--- src/rtl/rv_commit_trace_if.sv ---
// Retire-side and trace-side signal bundle for rv_commit_trace.
// Memory-access fields exist only when RV_TRACE_MEM_EN is defined.
interface rv_commit_trace_if #(
  parameter int XLEN  = 32,
  parameter int DEPTH = 16,
  parameter int CYC_W = 32
);
  localparam int CNT_W = $clog2(DEPTH) + 1;

  logic             ret_valid;
  logic [XLEN-1:0]  ret_pc;
  logic [31:0]      ret_instr;
  logic             ret_rd_we;
  logic [4:0]       ret_rd_addr;
  logic [XLEN-1:0]  ret_rd_data;

  logic             tr_valid;
  logic             tr_ready;
  logic [XLEN-1:0]  tr_pc;
  logic [31:0]      tr_instr;
  logic             tr_rd_we;
  logic [4:0]       tr_rd_addr;
  logic [XLEN-1:0]  tr_rd_data;
  logic [CYC_W-1:0] tr_cycle;

  logic [CNT_W-1:0] count;
  logic [CYC_W-1:0] dropped;
  logic [CYC_W-1:0] cycle_cnt;
  logic [CYC_W-1:0] retired_cnt;
  logic             halted;
  logic             timeout;

`ifdef RV_TRACE_MEM_EN
  logic             ret_mem_we;
  logic [XLEN-1:0]  ret_mem_addr;
  logic [XLEN-1:0]  ret_mem_wdata;
  logic             tr_mem_we;
  logic [XLEN-1:0]  tr_mem_addr;
  logic [XLEN-1:0]  tr_mem_wdata;

  modport master (
    output ret_valid, ret_pc, ret_instr, ret_rd_we, ret_rd_addr, ret_rd_data,
           ret_mem_we, ret_mem_addr, ret_mem_wdata, tr_ready,
    input  tr_valid, tr_pc, tr_instr, tr_rd_we, tr_rd_addr, tr_rd_data, tr_cycle,
           tr_mem_we, tr_mem_addr, tr_mem_wdata,
           count, dropped, cycle_cnt, retired_cnt, halted, timeout
  );
  modport slave (
    input  ret_valid, ret_pc, ret_instr, ret_rd_we, ret_rd_addr, ret_rd_data,
           ret_mem_we, ret_mem_addr, ret_mem_wdata, tr_ready,
    output tr_valid, tr_pc, tr_instr, tr_rd_we, tr_rd_addr, tr_rd_data, tr_cycle,
           tr_mem_we, tr_mem_addr, tr_mem_wdata,
           count, dropped, cycle_cnt, retired_cnt, halted, timeout
  );
`else
  modport master (
    output ret_valid, ret_pc, ret_instr, ret_rd_we, ret_rd_addr, ret_rd_data, tr_ready,
    input  tr_valid, tr_pc, tr_instr, tr_rd_we, tr_rd_addr, tr_rd_data, tr_cycle,
           count, dropped, cycle_cnt, retired_cnt, halted, timeout
  );
  modport slave (
    input  ret_valid, ret_pc, ret_instr, ret_rd_we, ret_rd_addr, ret_rd_data, tr_ready,
    output tr_valid, tr_pc, tr_instr, tr_rd_we, tr_rd_addr, tr_rd_data, tr_cycle,
           count, dropped, cycle_cnt, retired_cnt, halted, timeout
  );
`endif
endinterface

--- src/rtl/rv_commit_trace.sv ---
// Retirement-trace capture: circular FIFO of retired-instruction records with halt and
// watchdog detection. Define RV_TRACE_MEM_EN to also record store address/data per entry.
module rv_commit_trace #(
  parameter int XLEN       = 32,
  parameter int DEPTH      = 16,
  parameter int CYC_W      = 32,
  parameter int MAX_CYCLES = 150,
  parameter int OVERWRITE  = 0
) (
  input logic           clk,
  input logic           rst_n,
  rv_commit_trace_if.slave bus
);
  localparam int AW    = $clog2(DEPTH);
  localparam int CNT_W = AW + 1;
  localparam logic [31:0]      HALT_INSTR = 32'h0000_006F;
  localparam bit               WD_EN      = (MAX_CYCLES != 0);
  localparam logic [CYC_W-1:0] WD_LIMIT   = CYC_W'((MAX_CYCLES > 0) ? MAX_CYCLES - 1 : 0);
  localparam logic [AW:0]      PTR_ONE    = (AW + 1)'(1);

  typedef enum logic [1:0] {RUN, HALT, TOUT} state_t;
  state_t state, state_nxt;

  logic [XLEN-1:0]  pc_mem    [DEPTH];
  logic [31:0]      instr_mem [DEPTH];
  logic             we_mem    [DEPTH];
  logic [4:0]       addr_mem  [DEPTH];
  logic [XLEN-1:0]  data_mem  [DEPTH];
  logic [CYC_W-1:0] cyc_mem   [DEPTH];
`ifdef RV_TRACE_MEM_EN
  logic             mwe_mem   [DEPTH];
  logic [XLEN-1:0]  maddr_mem [DEPTH];
  logic [XLEN-1:0]  mdata_mem [DEPTH];
`endif

  logic [AW:0]      wr_ptr, rd_ptr;
  logic [AW-1:0]    wr_idx, rd_idx;
  logic [CNT_W-1:0] occ;
  logic [CYC_W-1:0] cycle_cnt, retired_cnt, dropped;
  logic             empty, full, push, pop, wr_en, rd_adv, drop_evt;
  logic             halt_hit, tout_hit, rd_we_m;
  logic [XLEN-1:0]  rd_data_m;

  function automatic logic [CYC_W-1:0] sat_inc(input logic [CYC_W-1:0] v);
    return (&v) ? v : v + CYC_W'(1);
  endfunction

  assign wr_idx = wr_ptr[AW-1:0];
  assign rd_idx = rd_ptr[AW-1:0];
  assign occ    = wr_ptr - rd_ptr;
  assign empty  = (wr_ptr == rd_ptr);
  assign full   = (occ == CNT_W'(DEPTH));

  assign push     = bus.ret_valid && (state == RUN);
  assign pop      = !empty && bus.tr_ready;
  assign halt_hit = push && (bus.ret_instr == HALT_INSTR);
  assign tout_hit = WD_EN && (cycle_cnt == WD_LIMIT);

  // A pop in the same cycle frees the slot, so only a full FIFO without a pop loses a record.
  assign drop_evt = push && full && !pop;
  assign wr_en    = push && (!full || pop || (OVERWRITE != 0));
  assign rd_adv   = pop || (drop_evt && (OVERWRITE != 0));

  // x0 is hardwired to zero, so a write to it is recorded as no write at all.
  assign rd_we_m   = bus.ret_rd_we && (bus.ret_rd_addr != 5'd0);
  assign rd_data_m = rd_we_m ? bus.ret_rd_data : '0;

  always_comb begin
    state_nxt = state;
    unique case (state)
      RUN:     if (halt_hit) state_nxt = HALT;
               else if (tout_hit) state_nxt = TOUT;
      default: state_nxt = state;
    endcase
  end

  // The counter holds on the edge that leaves RUN, so it ends on the halting/expiry cycle.
  always_ff @(posedge clk or negedge rst_n) begin
    if (!rst_n) begin
      state       <= RUN;
      wr_ptr      <= '0;
      rd_ptr      <= '0;
      cycle_cnt   <= '0;
      retired_cnt <= '0;
      dropped     <= '0;
    end else begin
      state <= state_nxt;
      if (wr_en)    wr_ptr      <= wr_ptr + PTR_ONE;
      if (rd_adv)   rd_ptr      <= rd_ptr + PTR_ONE;
      if (push)     retired_cnt <= sat_inc(retired_cnt);
      if (drop_evt) dropped     <= sat_inc(dropped);
      if (state == RUN && state_nxt == RUN) cycle_cnt <= sat_inc(cycle_cnt);
    end
  end

  always_ff @(posedge clk) begin
    if (wr_en) begin
      pc_mem[wr_idx]    <= bus.ret_pc;
      instr_mem[wr_idx] <= bus.ret_instr;
      we_mem[wr_idx]    <= rd_we_m;
      addr_mem[wr_idx]  <= bus.ret_rd_addr;
      data_mem[wr_idx]  <= rd_data_m;
      cyc_mem[wr_idx]   <= cycle_cnt;
`ifdef RV_TRACE_MEM_EN
      mwe_mem[wr_idx]   <= bus.ret_mem_we;
      maddr_mem[wr_idx] <= bus.ret_mem_addr;
      mdata_mem[wr_idx] <= bus.ret_mem_wdata;
`endif
    end
  end

  // Head fields are gated to zero while empty so reset shows all-zero trace outputs.
  assign bus.tr_valid    = !empty;
  assign bus.tr_pc       = empty ? '0 : pc_mem[rd_idx];
  assign bus.tr_instr    = empty ? '0 : instr_mem[rd_idx];
  assign bus.tr_rd_we    = empty ? 1'b0 : we_mem[rd_idx];
  assign bus.tr_rd_addr  = empty ? '0 : addr_mem[rd_idx];
  assign bus.tr_rd_data  = empty ? '0 : data_mem[rd_idx];
  assign bus.tr_cycle    = empty ? '0 : cyc_mem[rd_idx];
`ifdef RV_TRACE_MEM_EN
  assign bus.tr_mem_we    = empty ? 1'b0 : mwe_mem[rd_idx];
  assign bus.tr_mem_addr  = empty ? '0 : maddr_mem[rd_idx];
  assign bus.tr_mem_wdata = empty ? '0 : mdata_mem[rd_idx];
`endif

  assign bus.count       = occ;
  assign bus.dropped     = dropped;
  assign bus.cycle_cnt   = cycle_cnt;
  assign bus.retired_cnt = retired_cnt;
  assign bus.halted      = (state == HALT);
  assign bus.timeout     = (state == TOUT);
endmodule

--- src/flat_wrapper.sv ---
// flat-port wrapper written by rule: the top's interface ports become plain ports
module rv_commit_trace_flat 
#(
  parameter int XLEN       = 32,
  parameter int DEPTH      = 16,
  parameter int CYC_W      = 32,
  parameter int MAX_CYCLES = 150,
  parameter int OVERWRITE  = 0
)
  (clk, rst_n, bus_ret_valid, bus_ret_pc, bus_ret_instr, bus_ret_rd_we, bus_ret_rd_addr, bus_ret_rd_data, bus_tr_ready, bus_tr_valid, bus_tr_pc, bus_tr_instr, bus_tr_rd_we, bus_tr_rd_addr, bus_tr_rd_data, bus_tr_cycle, bus_count, bus_dropped, bus_cycle_cnt, bus_retired_cnt, bus_halted, bus_timeout);
  rv_commit_trace_if #(.XLEN(XLEN), .DEPTH(DEPTH), .CYC_W(CYC_W)) bus_i ();
  input logic clk;
  input logic rst_n;
  input wire logic [$bits(bus_i.ret_valid)-1:0] bus_ret_valid;
  input wire logic [$bits(bus_i.ret_pc)-1:0] bus_ret_pc;
  input wire logic [$bits(bus_i.ret_instr)-1:0] bus_ret_instr;
  input wire logic [$bits(bus_i.ret_rd_we)-1:0] bus_ret_rd_we;
  input wire logic [$bits(bus_i.ret_rd_addr)-1:0] bus_ret_rd_addr;
  input wire logic [$bits(bus_i.ret_rd_data)-1:0] bus_ret_rd_data;
  input wire logic [$bits(bus_i.tr_ready)-1:0] bus_tr_ready;
  output wire logic [$bits(bus_i.tr_valid)-1:0] bus_tr_valid;
  output wire logic [$bits(bus_i.tr_pc)-1:0] bus_tr_pc;
  output wire logic [$bits(bus_i.tr_instr)-1:0] bus_tr_instr;
  output wire logic [$bits(bus_i.tr_rd_we)-1:0] bus_tr_rd_we;
  output wire logic [$bits(bus_i.tr_rd_addr)-1:0] bus_tr_rd_addr;
  output wire logic [$bits(bus_i.tr_rd_data)-1:0] bus_tr_rd_data;
  output wire logic [$bits(bus_i.tr_cycle)-1:0] bus_tr_cycle;
  output wire logic [$bits(bus_i.count)-1:0] bus_count;
  output wire logic [$bits(bus_i.dropped)-1:0] bus_dropped;
  output wire logic [$bits(bus_i.cycle_cnt)-1:0] bus_cycle_cnt;
  output wire logic [$bits(bus_i.retired_cnt)-1:0] bus_retired_cnt;
  output wire logic [$bits(bus_i.halted)-1:0] bus_halted;
  output wire logic [$bits(bus_i.timeout)-1:0] bus_timeout;
  assign bus_i.ret_valid = bus_ret_valid;
  assign bus_i.ret_pc = bus_ret_pc;
  assign bus_i.ret_instr = bus_ret_instr;
  assign bus_i.ret_rd_we = bus_ret_rd_we;
  assign bus_i.ret_rd_addr = bus_ret_rd_addr;
  assign bus_i.ret_rd_data = bus_ret_rd_data;
  assign bus_i.tr_ready = bus_tr_ready;
  assign bus_tr_valid = bus_i.tr_valid;
  assign bus_tr_pc = bus_i.tr_pc;
  assign bus_tr_instr = bus_i.tr_instr;
  assign bus_tr_rd_we = bus_i.tr_rd_we;
  assign bus_tr_rd_addr = bus_i.tr_rd_addr;
  assign bus_tr_rd_data = bus_i.tr_rd_data;
  assign bus_tr_cycle = bus_i.tr_cycle;
  assign bus_count = bus_i.count;
  assign bus_dropped = bus_i.dropped;
  assign bus_cycle_cnt = bus_i.cycle_cnt;
  assign bus_retired_cnt = bus_i.retired_cnt;
  assign bus_halted = bus_i.halted;
  assign bus_timeout = bus_i.timeout;
  rv_commit_trace #(.XLEN(XLEN), .DEPTH(DEPTH), .CYC_W(CYC_W), .MAX_CYCLES(MAX_CYCLES), .OVERWRITE(OVERWRITE)) u_core (.clk(clk), .rst_n(rst_n), .bus(bus_i));
endmodule
--- config.mk ---
export PLATFORM = sky130hd
export DESIGN_NAME = rv_commit_trace_flat
export DESIGN_NICKNAME = d
export VERILOG_FILES = /design/src/rtl/rv_commit_trace_if.sv /design/src/rtl/rv_commit_trace.sv /design/src/flat_wrapper.sv
export SDC_FILE = /design/constraint.sdc
export NUM_CORES = 2
export LEC_CHECK = 0
export ABC_AREA = 1
export BUFFER_PORTS_ARGS = -buffer_cell sky130_fd_sc_hd__buf_2
export CAP_MARGIN = 25
export CORE_ASPECT_RATIO = 0.6
export CORE_MARGIN = 5
export CORE_UTILIZATION = 45
export CTS_CLUSTER_DIAMETER = 100
export CTS_CLUSTER_SIZE = 40
export DETAILED_ROUTE_END_ITERATION = 7
export HOLD_SLACK_MARGIN = 0.08
export PLACE_DENSITY_LB_ADDON = 0.05
export SLEW_MARGIN = 20
export SYNTH_ARGS = -nofsm -noshare
export SYNTH_HDL_FRONTEND = slang
export SYNTH_SLANG_ARGS = --single-unit
--- constraint.sdc ---
create_clock -name clk -period 17.13 [get_ports clk]
set_input_delay 3.426 -clock clk [delete_from_list [all_inputs] [get_ports clk]]
set_output_delay 3.426 -clock clk [all_outputs]
set_load 0.01 [all_outputs]
==> metrics.md <==
| Metric | Value |
|---|---|
| Outcome | `finished, final reports clean` |
| Clock Tree Buf Depth | `3` |
| Num CTS Buffers | `67` |
| Min-Delay Path Class | `flip-flop to flip-flop` |
| # IOs | `344` |
| Critical path arrival | `5.95 ns` |
| Hold Fails Final Rpt | `0` |
| Most common cell after layout, fill and taps aside | `edfxtp_1` |
| Placer Congestion | `0.8731` |
| CTS tree | `done` |
| Wire length of the first global-routing pass | `395400 um` |
| Hold Path Stages | `2` |
| Worst EP required | `13.70 ns` |
| Sequential share of power | `44.4%` |
| Worst-Skew Late Latency | `0.75 ns` |
| Cells after DPL | `10.25k` |
| Commonest non-fill, non-tap cells in the layout | `edfxtp_1, nor2_1, o21ai_0` |
| Leakage power | `32.67 nW` |
| Worst-margin pin slew | `1.129 ns` |
| Worst reg-to-reg path cell count | `14` |
| FILL cells | `18.14k` |
| CTS clk-pin slew, worst paths | `0.15 ns` |
| Worst vdd ir | `0.2202 mV` |
| Max Clk Rate | `0.1067 GHz` |
| DRT iter0 DRCs | `6438` |
| Met1 WL | `126700 um` |
| Minimum clock period | `9.375 ns` |
| Hold Slack | `0.5385 ns` |
| Post-route ant nets | `0` |
| Port bufs | `343` |
| Sequential share of the synthesized area | `73.21%` |
| Reg2Reg Launch Point | `u_core.rd_ptr[2]$_DFFE_PN0P_` |
| Setup Crit Path Kind | `flip-flop to output pin` |
| Share of layout cells above drive strength 1 | `7.734%` |
| # DRC | `0` |
| Yosys reg bits | `2252` |
| Critical Path Most Common Cell | `buf_4` |
| DP HPWL | `136000 um` |
| CP delay by family, top | `buffers and inverters` |
| Vias | `59.58k` |
| Routed WL | `270900 um` |
| Cell Int Power | `8.257 mW` |
| GRT Util Overall | `24.67%` |
| Max-cap violation count | `0` |
| Row count | `128` |
| Ys Warns | `0` |
| Switching pwr | `5.378 mW` |
| Hold_buf cts | `0` |
| Final setup skew | `0.03746 ns` |
| CTS sink cnt | `2252` |
| Die area | `213000 um^2` |
| Logic pwr share | `38.1%` |
| Synthesized area | `91630 um^2` |
| Hold Path End | `u_core.state[0]$_DFF_PN0_` |
| Hold Startpoint | `u_core.state[0]$_DFF_PN0_` |
| Synth area leaders | `edfxtp_1, nor2_1, o21ai_0` |
| First drt pass iteration count | `6` |
| P per Cell Area | `139.2 nW/um^2` |
| Syn-to-layout area delta | `6.901%` |
| Switch share | `39.44%` |
| Placement Setup Slack | `8.456 ns` |
| Endpoints failing setup | `0` |
| Clk pwr share | `17.5%` |
| End-of-flow core utilization | `48.31%` |
| Synth top area share | `70.26%` |
| Die Ht | `359.5 um` |
| Wire length on met3 | `17380 um` |
| Routed vias/inst | `5.755` |
| Remaining global-route overflow | `0` |
| CORE AREA | `202800 um^2` |
| Critical R2R Capture | `u_core.cyc_mem[13][27]$_DFFE_PP_` |
| Placed inst area | `95930 um^2` |
| Top sig layer | `met5` |
| Root buffer selected by CTS | `clkbuf_16` |
| Crit path buf inv count | `6` |
| Largest net degree at the start of global routing | `219` |
| Critical path's largest stage delay | `0.74 ns` |
| Count of pins over their slew limit | `0` |
| Final period util | `54.73%` |
| Kind of start point of the critical path | `flip-flop` |
| Post-Layout Inst Area | `97950 um^2` |
| Power consumption | `13.63 mW` |
| RSZ-0062 raised after global routing | `no` |
| # H-tree levels | `3` |
| # nets final | `7716` |
| CP Capture Type | `output pin` |
| Antenna violations before repair | `21` |
| Setup tns final | `0 ns` |
| Setup WS post-layout | `7.755 ns` |
| R2R Setup Slk | `10.69 ns` |
| Met2 wire length | `120900 um` |
| Crit-path max FO | `207` |
| Post-Layout Cell Count | `10.35k` |
| Post-Synthesis Cells | `7533` |
| CP max stage cell | `buf_4` |
| PostCTS Resize Cnt | `0` |
| Distinct cell type count after synthesis | `34` |
| Starting Density | `45.19%` |
| Syn nets | `7653` |
| Vias in the first global route | `55.95k` |
| Largest area contributor in the netlist | `edfxtp_1` |
| Setup Fix Bufs, Post-CTS | `0` |
| Syn Area/Cell | `12.16 um^2` |
| Die W | `592.6 um` |
| Per-cell routed wire length | `26.16 um` |
| Rel. slew slack | `24.74%` |
| CP Cell Sequence | `inv_8 -> buf_12 -> buf_4 -> buf_16 -> buf_4 -> o21ai_0 -> o221ai_1 -> nand3_1 -> a21oi_1 -> buf_2` |
## sequential cells by signal (all words and copies together), names as in the netlist
| name | flops |
|---|---|
| u_core.cyc_mem | 512 |
| u_core.data_mem | 512 |
| u_core.instr_mem | 512 |
| u_core.pc_mem | 512 |
| u_core.addr_mem | 80 |
| u_core.bus.cycle_cnt | 32 |
| u_core.bus.dropped | 32 |
| u_core.bus.retired_cnt | 32 |
| u_core.we_mem | 16 |
| u_core.rd_ptr | 5 |
| u_core.wr_ptr | 5 |
| u_core.state | 2 |
## cells in the mapped netlist (all sizes together)
cell type and number:
edfxtp 2144, nor2 1461, o21ai 1093, nand2 932, clkbuf 284, o22ai 268, inv 259, buf 195
nand3 184, a21oi 136, o211ai 134, o221ai 134, dfrtp 108, nand4 72, xor2 46, nor3 31
nand3b 21, ha 13, xnor2 11, and2 2, a21boi 1, clkinv 1, fa 1, nor3b 1
or2 1
## routing by layer
metal,up-vias,track usage (%)
met5,-,0
met4,10,5.315
met3,256,3.412
met2,1952,37.43
met1,30280,38.03
li1,27090,-
## logic make-up (layout without fill, tap and decap cells)
group,after synthesis,count (layout),share of synthesized area [%]
compound gates,1766,1766,10.93
buf+inv,739,822,3.425
simple gates,2705,2705,11.69
fa+ha+maj,14,14,0.1994
other cells,0,8,0
flops,2252,2252,73.21
xor+xnor,57,57,0.5448
## worst max path at each step
stage / from / to / cells past startpoint
2_1_floorplan: bus_tr_ready / u_core.addr_mem[0][0]$_DFFE_PP_ / 6
3_3_place_gp: u_core.rd_ptr[0]$_DFFE_PN0P_ / bus_tr_cycle[4] / 9
3_5_place_dp: u_core.rd_ptr[0]$_DFFE_PN0P_ / bus_tr_cycle[4] / 9
4_1_cts: u_core.rd_ptr[0]$_DFFE_PN0P_ / bus_tr_cycle[4] / 9
5_1_grt: u_core.rd_ptr[0]$_DFFE_PN0P_ / bus_tr_cycle[4] / 10
6_report: u_core.rd_ptr[0]$_DFFE_PN0P_ / bus_tr_cycle[4] / 10
## power by group through the flow
stage,sequential (mW),combinational [mW],clock [mW]
2_1_floorplan,6.13,3.30,0
3_3_place_gp,6.18,5.21,0
3_5_place_dp,6.18,5.24,0
4_1_cts,6.06,5.25,2.46
5_1_grt,6.06,5.71,2.64
6_report,6.06,5.19,2.39
## worst register-to-register path, cell delays in order (launching register included)
cell and delay, ns:
dfrtp_4 0.67, inv_8 0.47, ha_1 0.62, nand2_1 0.09
nor2_1 0.05, nand2_1 0.22, nand2_2 0.53, and2_1 0.38
nand3_2 0.11, nand2_1 0.25, buf_8 0.26, nor3_2 0.15
buf_4 0.66, buf_4 0.82, buf_4 0.75
## cell type report
type                    instances  area (um^2)  area share, %
diodes                          8        20.02        0.02044
clock buffers                  80         1768          1.805
clock inverters                 9        116.4         0.1188
inverters                     260         1021          1.042
multi-input cells            4542        21510          21.96
flip-flops and latches       2252        67100          68.50
well taps                    2730         3416          3.487
repair buffers                473         3004          3.067
(Power assumes the default switching activity.)
